## src/rtl/mips_pkg.sv

```systemverilog
// Shared MIPS32 encoding constants and control-transfer state type.
package mips_pkg;

    localparam logic [5:0] OP_SPECIAL = 6'h00;
    localparam logic [5:0] OP_REGIMM  = 6'h01;
    localparam logic [5:0] OP_J       = 6'h02;
    localparam logic [5:0] OP_JAL     = 6'h03;
    localparam logic [5:0] OP_BEQ     = 6'h04;
    localparam logic [5:0] OP_BNE     = 6'h05;
    localparam logic [5:0] OP_BLEZ    = 6'h06;
    localparam logic [5:0] OP_BGTZ    = 6'h07;

    localparam logic [5:0] FN_JR      = 6'h08;
    localparam logic [5:0] FN_JALR    = 6'h09;

    localparam logic [31:0] RESET_PC  = 32'h0000_3000;

    typedef enum logic {
        IDLE = 1'b0,
        SLOT = 1'b1
    } redirect_state_t;

endpackage

```

## src/rtl/branch_condition.sv

```systemverilog
// Combinational branch outcome for conditional branches and J/JAL.
// JR/JALR are resolved in the top, since they need the funct field.
module branch_condition
    import mips_pkg::*;
(
    input  logic [5:0]  opcode,
    input  logic [4:0]  rt_field,
    input  logic [31:0] rs_value,
    input  logic [31:0] rt_value,
    output logic        taken
);

    always_comb begin
        taken = 1'b0;
        case (opcode)
            OP_BEQ:  taken = (rs_value == rt_value);
            OP_BNE:  taken = (rs_value != rt_value);
            OP_BLEZ: taken = ($signed(rs_value) <= 32'sd0);
            OP_BGTZ: taken = ($signed(rs_value) >  32'sd0);
            OP_REGIMM: begin
                // Only BLTZ (rt=0) and BGEZ (rt=1) are recognised here
                if (rt_field == 5'd0)
                    taken = rs_value[31];
                else if (rt_field == 5'd1)
                    taken = ~rs_value[31];
            end
            OP_J, OP_JAL: taken = 1'b1;
            default: taken = 1'b0;
        endcase
    end

endmodule

```

## src/rtl/branch_redirect_unit.sv

```systemverilog
// Drives the PC jump interface from control-transfer instructions, holding
// each redirect for one cycle so exactly one delay-slot instruction executes.
module branch_redirect_unit
    import mips_pkg::*;
(
    input  logic        clock,
    input  logic        reset_n,
    input  logic [31:2] pc_value,
    input  logic [31:0] instruction,
    input  logic [31:0] rs_value,
    input  logic [31:0] rt_value,
    output logic        jump_enable,
    output logic [31:2] jump_input,
    output logic        link_write,
    output logic [4:0]  link_reg,
    output logic [31:0] link_value,
    output logic        address_error
);

    redirect_state_t state;

    logic [5:0]  opcode;
    logic [5:0]  funct;
    logic [4:0]  rd_field;
    logic [29:0] pc_plus1;
    logic [29:0] branch_offset;
    logic        cond_taken;
    logic        is_jump_imm;
    logic        is_jump_reg;
    logic        is_jal;
    logic        is_jalr;
    logic        reg_misaligned;
    logic        take_redirect;
    logic        raise_error;
    logic [29:0] target;

    assign opcode        = instruction[31:26];
    assign funct         = instruction[5:0];
    assign rd_field      = instruction[15:11];
    assign pc_plus1      = pc_value + 30'd1;
    assign branch_offset = {{14{instruction[15]}}, instruction[15:0]};

    branch_condition u_condition (
        .opcode   (opcode),
        .rt_field (instruction[20:16]),
        .rs_value (rs_value),
        .rt_value (rt_value),
        .taken    (cond_taken)
    );

    assign is_jal         = (opcode == OP_JAL);
    assign is_jump_imm    = (opcode == OP_J) || is_jal;
    assign is_jalr        = (opcode == OP_SPECIAL) && (funct == FN_JALR);
    assign is_jump_reg    = (opcode == OP_SPECIAL) && ((funct == FN_JR) || is_jalr);
    assign reg_misaligned = (rs_value[1:0] != 2'b00);

    // A misaligned register jump raises an error instead of redirecting
    assign take_redirect  = (state == IDLE) &&
                            (cond_taken || (is_jump_reg && !reg_misaligned));
    assign raise_error    = (state == IDLE) && is_jump_reg && reg_misaligned;

    always_comb begin
        target = pc_plus1 + branch_offset;
        if (is_jump_imm)
            target = {pc_plus1[29:26], instruction[25:0]};
        else if (is_jump_reg)
            target = rs_value[31:2];
    end

    assign link_write = (state == IDLE) && (is_jal || (is_jalr && (rd_field != 5'd0)));
    assign link_reg   = is_jal ? 5'd31 : rd_field;
    assign link_value = {pc_value + 30'd2, 2'b00};

    always_ff @(posedge clock) begin
        if (!reset_n) begin
            state         <= IDLE;
            jump_enable   <= 1'b0;
            jump_input    <= RESET_PC[31:2];
            address_error <= 1'b0;
        end else begin
            case (state)
                IDLE: begin
                    jump_enable   <= take_redirect;
                    address_error <= raise_error;
                    if (take_redirect) begin
                        jump_input <= target;
                        state      <= SLOT;
                    end
                end
                SLOT: begin
                    // Delay slot: any control transfer here is ignored
                    jump_enable   <= 1'b0;
                    address_error <= 1'b0;
                    state         <= IDLE;
                end
                default: begin
                    jump_enable   <= 1'b0;
                    address_error <= 1'b0;
                    state         <= IDLE;
                end
            endcase
        end
    end

endmodule
```

## config.mk

```make
export PLATFORM = sky130hd
export DESIGN_NAME = branch_redirect_unit
export DESIGN_NICKNAME = d
export VERILOG_FILES = /design/src/rtl/mips_pkg.sv /design/src/rtl/branch_condition.sv /design/src/rtl/branch_redirect_unit.sv
export SDC_FILE = /design/constraint.sdc
export NUM_CORES = 1
export LEC_CHECK = 0
export BUFFER_PORTS_ARGS = -buffer_cell sky130_fd_sc_hd__buf_2
export CORE_AREA = 2 2 105 107
export CTS_BUF_LIST = sky130_fd_sc_hd__clkbuf_2 sky130_fd_sc_hd__clkbuf_4 sky130_fd_sc_hd__clkbuf_8
export DETAILED_ROUTE_END_ITERATION = 16
export DIE_AREA = 0 0 107 109
export GPL_ROUTABILITY_DRIVEN = 0
export GPL_TIMING_DRIVEN = 0
export PLACE_DENSITY = 0.79
export REMOVE_ABC_BUFFERS = 1
export SYNTH_ARGS = -nofsm -noshare
export SYNTH_HDL_FRONTEND = slang
export SYNTH_SLANG_ARGS = --single-unit
```

## constraint.sdc

```tcl
create_clock -name clock -period 4.15 [get_ports clock]
set_input_delay 0.83 -clock clock [delete_from_list [all_inputs] [get_ports clock]]
set_output_delay 0.83 -clock clock [all_outputs]
set_load 0.05 [all_outputs]
```

Yosys cells after proc, flatten, opt, wreduce, memory -nomap -nowiden
Cells that the tools add are included.

cells by class
  div/mod/pow operators = 0
  bitwise logic cells = 2
  equal/unequal tests = 12
  shifts and indexed selects = 0
  add/sub/neg operators = 3
  reductions and logical operators = 19
  multiply operators = 0
  order comparisons = 2
  multiplexer cells = 10

operators by type and width
  cell                     number
  $mux W30                 2
  $eq A32 B32 Y1           1
  $gt A32 B1 Y1 const B    1
  $le A32 B1 Y1 const B    1
  $ne A32 B32 Y1           1
  $add A30 B1 Y30 const B  1
  $add A30 B2 Y30 const B  1
  $add A30 B30 Y30         1
  $eq A6 B3 Y1 const B     4
  $eq A6 B2 Y1 const B     2
  $eq A6 B4 Y1 const B     2
  $logic_and A1 B1 Y1      8
  $eq A6 B1 Y1 const B     1
  $logic_not A6 Y1         1
  $pmux W1 S2              3
  $pmux W1 S6              1
  $eq A5 B1 Y1 const B     1
  $logic_not A5 Y1         1
  $mux W5                  1
  $reduce_bool A5 Y1       1
  $logic_or A1 B1 Y1       4
  $mux W1                  3
  $not A1 Y1               2
  $reduce_and A2 Y1        1
  other kinds (3)          3

storage, ports and cells
  latch bits = 0
  memory bits (writable) = 0
  bits in registers = 33
  memories kept = 0
  output and inout port bits = 70
  memory bits (read-only) = 0

Logic depth before layout (Yosys ltp)
  depth after elaboration = 9
  mapped depth = 18
  mapped depth without buffers = 18

By module
A second synthesis with hierarchy kept.

second synthesis, totals
  cell total of the unflattened synthesis = 653
  area total of the unflattened synthesis = 4858.4 um^2

modules (own cells, without submodules)
  module                area an instance (um^2)  sequential area each (um^2)  instances  cells each
  branch_redirect_unit  4334.2                   640.6                        1          583
  branch_condition      524.3                    0.0                          1          70

Worst setup path after synthesis
Ideal clock, no wire load.

  path kind = input to register
  from = input port pc_value[4] in the netlist's numbering
  to = register jump_input[29] in the netlist's numbering
  setup time = 0.117 ns
  path buffers = 0
  required time = 4.033 ns
  arrival time = 4.014 ns
  stages = 17
  slack = 0.019 ns
  path through = and4_1 > and3_1 > nand2_1 > nor2_1 > nand3_1 > or2_2 > xnor2_1 > ha_1 > a21o_1 > a21oi_1 > nor2b_1 > a311oi_1 > a21bo_2 > a31oi_1 > xor2_1 > nand2_1 > a32o_1

on the way
  cells in the longest elaborated chain, start to end = 4

RTL lines
  element               line                        text
  from (decl)           branch_redirect_unit.sv:8   input logic [31:2] pc_value,
  $add A30 B1 Y30 *     branch_redirect_unit.sv:40  assign pc_plus1 = pc_value + 30'd1;
  $add A30 B30 Y30      branch_redirect_unit.sv:63  target = pc_plus1 + branch_offset;
  $mux W30              branch_redirect_unit.sv:66  else if (is_jump_reg)
  $mux W30 *            branch_redirect_unit.sv:64  if (is_jump_imm)
  to (signal assigned)  branch_redirect_unit.sv:78  jump_input <= RESET_PC[31:2];
  to (signal assigned)  branch_redirect_unit.sv:86  jump_input <= target;
  to (decl)             branch_redirect_unit.sv:13  output logic [31:2] jump_input,

Mark *: on every way between the ends. The rest lies on a longest branch, timed or not.
A chain may end at the register's enable or synchronous reset.

Worst setup path after layout
  from = input port pc_value[4] in the netlist's numbering
  to = register jump_input[25] in the netlist's numbering

on the way
  cells in the longest elaborated chain, start to end = 4

RTL lines
  element           line
  $add A30 B1 Y30   branch_redirect_unit.sv:40
  $add A30 B30 Y30  branch_redirect_unit.sv:63
  $mux W30          branch_redirect_unit.sv:66
  $mux W30          branch_redirect_unit.sv:64

Every way passes these cells.

==> metrics.md <==
| Metric | Value |
|---|---|
| Drt total wl | 17,100 microns |
| Residual DRC | 0 |
| Worst setup SP type | input pin |
| Gr ovfl total | 0 |
| Setup crit end kind | flop |
| Post-synthesis sequential area ratio | 13.6% |
| Netlist cell types | between 50 and 60 |
| Ratio of cells with drive above 1 in the final layout | between 30% and 40% |
| Worst VDD drop | around 150 uV |
| TritonCTS Buffers | 5 |
| Vias per cell | roughly 5.8 |
| Max clock buf depth | 2 |
| Hold wc startpoint | jump_input[10] |
| CTS clk-pin slew, worst paths | 0.07 ns |
| Hold path cells | 2 |
| GRT Total Usage | 28.3% |
| Initial DRC Count | around 460 |
| First-pass GRT wire length | 26,500 microns |
| Adder-cell share of the synthesized area | 9.74% |
| Crit path DAT | 4.22 ns |
| Final Instance Count excl. Fillers | 974 |
| Vias | about 5,600 |
| Status | finished, final reports clean |
| 1st-pass router iterations | 6 |
| Core area | 10,600 sq um |
| Number of global-route vias before repair | 5,109 |
| Main synth FF type | dfxtp_1 |
| Initial antenna violation count | 0 |
| Reg2reg end | jump_input[13] |
| Largest net degree at the start of global routing | between 40 and 50 |
| Largest family of logic cells by synthesized area | simple AND/OR/NAND/NOR gates |
| Root buf cell | clkbuf_8 |
| Synthesized netlist cell count | 639 |
| Mapped Avg Cell Area | 7.36 sq um |
| Hpwl dp | about 13,000 microns |
| Full die area | 11,700 sq um |
| Initial core utilization | 44.4% |
| Async SR Flop Fraction | 0% |
| Reg-to-reg slack, setup | 2.19 ns |
| TritonCTS clock tree | built |
| Final setup violation count | 0 |
| Multiplexer share of the synthesized area | approximately 1.7% |
| Synth Area in Compound Gates | 23.9% |
| Worst clock skew | approximately 0.006 ns |
| Num rows | 38 |
| Clk_lat worst skew | 0.28 ns |
| Reg2reg start | jump_enable |
| #FFs+latches synth | 32 |
| H-Tree Level Count | 2 |
| Minimum clock period | 4.04 ns |
| Final Max Tran Viols | 0 |
| Worst hold slack | 0.457 ns |
| Cells after DPL | 947 |
| Worst Setup Path Type | input pin to flop |
| Slew margin rel. | roughly 7.4% |
| Max FO, Critical Path | 5 |
| Height of the die | 109 microns |
| Hold Crit Class | flop to flop |
| Share of the synthesized area in the top cell type | 13.6% |
| Final hold vios | 0 |
| Area contributors post-synth | dfxtp_1, xnor2_1, ha_1, xor2_1, nand2_1 |
| Leakage | between 2 and 3 nW |
| Xor/xnor share of the synthesized area | 20.7% |
| Final net count | ~1,000 |
| Fin crit share | between 90% and 100% |
| Antenna Nets Post-Route | 0 |
| Most common cell after layout, fill and taps aside | buf_2 |
| Max_cap viols | 0 |
| Synth Area in Simple Gates | roughly a quarter |
| Clock sink count | 32 |
| PD cells | 214 nW/um^2 |
| YS warnings | 0 |
| CP required | 4.33 ns |
| Number of synthesized flops with an enable pin | 0 |
| WL/cell | 17.6 microns |
| Cell Area, Synth | 4700 sq um |
| Layout area overhead | 32.3% |
| I/O pins | 198 |
| WHS Endpoint | jump_input[10] |
| Synth area leader | dfxtp_1 |
| Most frequent cells in the layout | buf_2, nand2_1, xnor2_1 |
| PortBufs | 195 |
| Worst slew pin tran | between 1 and 1.5 ns |
| Power, Total | ~1.3 mW |
| Die width | approximately 110 microns |
| Peak Freq | 247 MHz |
| Reg2reg path depth | 5 |
-- layout make-up --
cell class                      instances  area [sq um]
Fill cell                             996          4380
Multi-Input combinational cell        570          4120
Timing Repair Buffer                  213          1150
Sequential cell                        32           641
Tap cell                              140           175
Clock buffer                            6          82.6
Inverter                               10          37.5
Clock inverter                          2          10.0
Antenna cell                            1          2.50
-- registers in the layout, indices dropped and copies added, names as in the netlist --
signal	flops
address_error	1
jump_enable	1
jump_input	30
-- logic make-up (layout without fill, tap and decap cells) --
group	after synthesis	in the layout
AND/OR/NAND/NOR	251	251
XOR/XNOR	111	111
flip-flops	32	32
AO/OA/AOI/OAI	161	162
adder cells (fa/ha/maj)	36	36
buffers and inverters	39	231
multiplexers	8	8
other	1	3
-- cell usage after synthesis (all sizes together) (3+ instances only) --
cell / instances
o22a: 7
inv: 10
nor3: 6
o21bai: 4
or4: 4
and4: 3
buf: 9
or3: 5
o22ai: 5
xor2: 49
nand3: 21
a211oi: 6
a221oi: 4
nor4: 16
nand2b: 12
nor2b: 9
a21oi: 31
a31oi: 12
mux2i: 7
and3: 18
nand2: 78
a21o: 14
a21boi: 5
ha: 35
and2: 7
nor2: 49
a32o: 10
o21ai: 25
xnor2: 62
or2: 3
clkbuf: 20
o211ai: 21
dfxtp: 32
nand4: 17
-- routing by layer --
metal	GRT usage [%]	wire [microns]	vias up
li1	-	-	2727
met2	46.1	7600	347
met4	11.1	611	0
met1	38.6	7460	2490
met3	2.63	1450	51
met5	0	0	-
-- power breakdown --
part / leakage [nW] / internal, mW / switching (mW)
clock: 0.0510 / 0.132 / 0.123
combinational: 2.49 / 0.286 / 0.466
sequential: 0.259 / 0.319 / 0.00657
total: 2.80 / 0.737 / 0.595
-- timing repair --
| item | 4_1_cts | 5_1_grt |
|---|---|---|
| resized for setup | 25 | 36 |
| endpoints found under the setup margin | 21 | 21 |
| cloned | 1 | 0 |
| hold buffers | 0 | 0 |
| pin swaps | 9 | 21 |
| buffers inserted | 7 | 10 |
-- worst max-delay path, stage by stage --
cell and delay, ns:
buf_8 0.09, ha_4 0.13, and3_4 0.19, and4_4 0.21, and2_4 0.15, and3_4 0.19, and3_4 0.19, nand4_1 0.12
xnor2_2 0.17, ha_2 0.19, a21o_1 0.17, a21oi_2 0.12, nor2b_1 0.06, a311oi_2 0.27, a21bo_2 0.29, a31oi_2 0.20
xor2_1 0.24, nand2_1 0.09, a32o_1 0.30
-- metrics by stage --
step | instance area, sq um | util (%) | setup TNS (ns) | setup WS [ns]
3_3_place_gp | 5710 | 53.9 | -23.76 | -1.32
5_1_grt | 6220 | 58.7 | -0.0637 | -0.0526
4_1_cts | 5990 | 56.5 | 0 | 0.00137
2_1_floorplan | 4560 | - | -0.623 | -0.623
6_report | 6220 | 58.7 | 0 | 0.108
3_5_place_dp | 5730 | 54.1 | -14.17 | -0.759
-- worst max path at each step --
stage / startpoint / to / cells after the start
floorplan: instruction[29] / link_write / 4
global placement: instruction[28] / jump_input[15] / 6
detailed placement: pc_value[3] / jump_input[24] / 19
CTS: pc_value[4] / jump_input[25] / 18
global route: pc_value[5] / jump_input[25] / 18
finish: pc_value[4] / jump_input[25] / 19
Note: power is estimated with default switching activity, not from simulation.
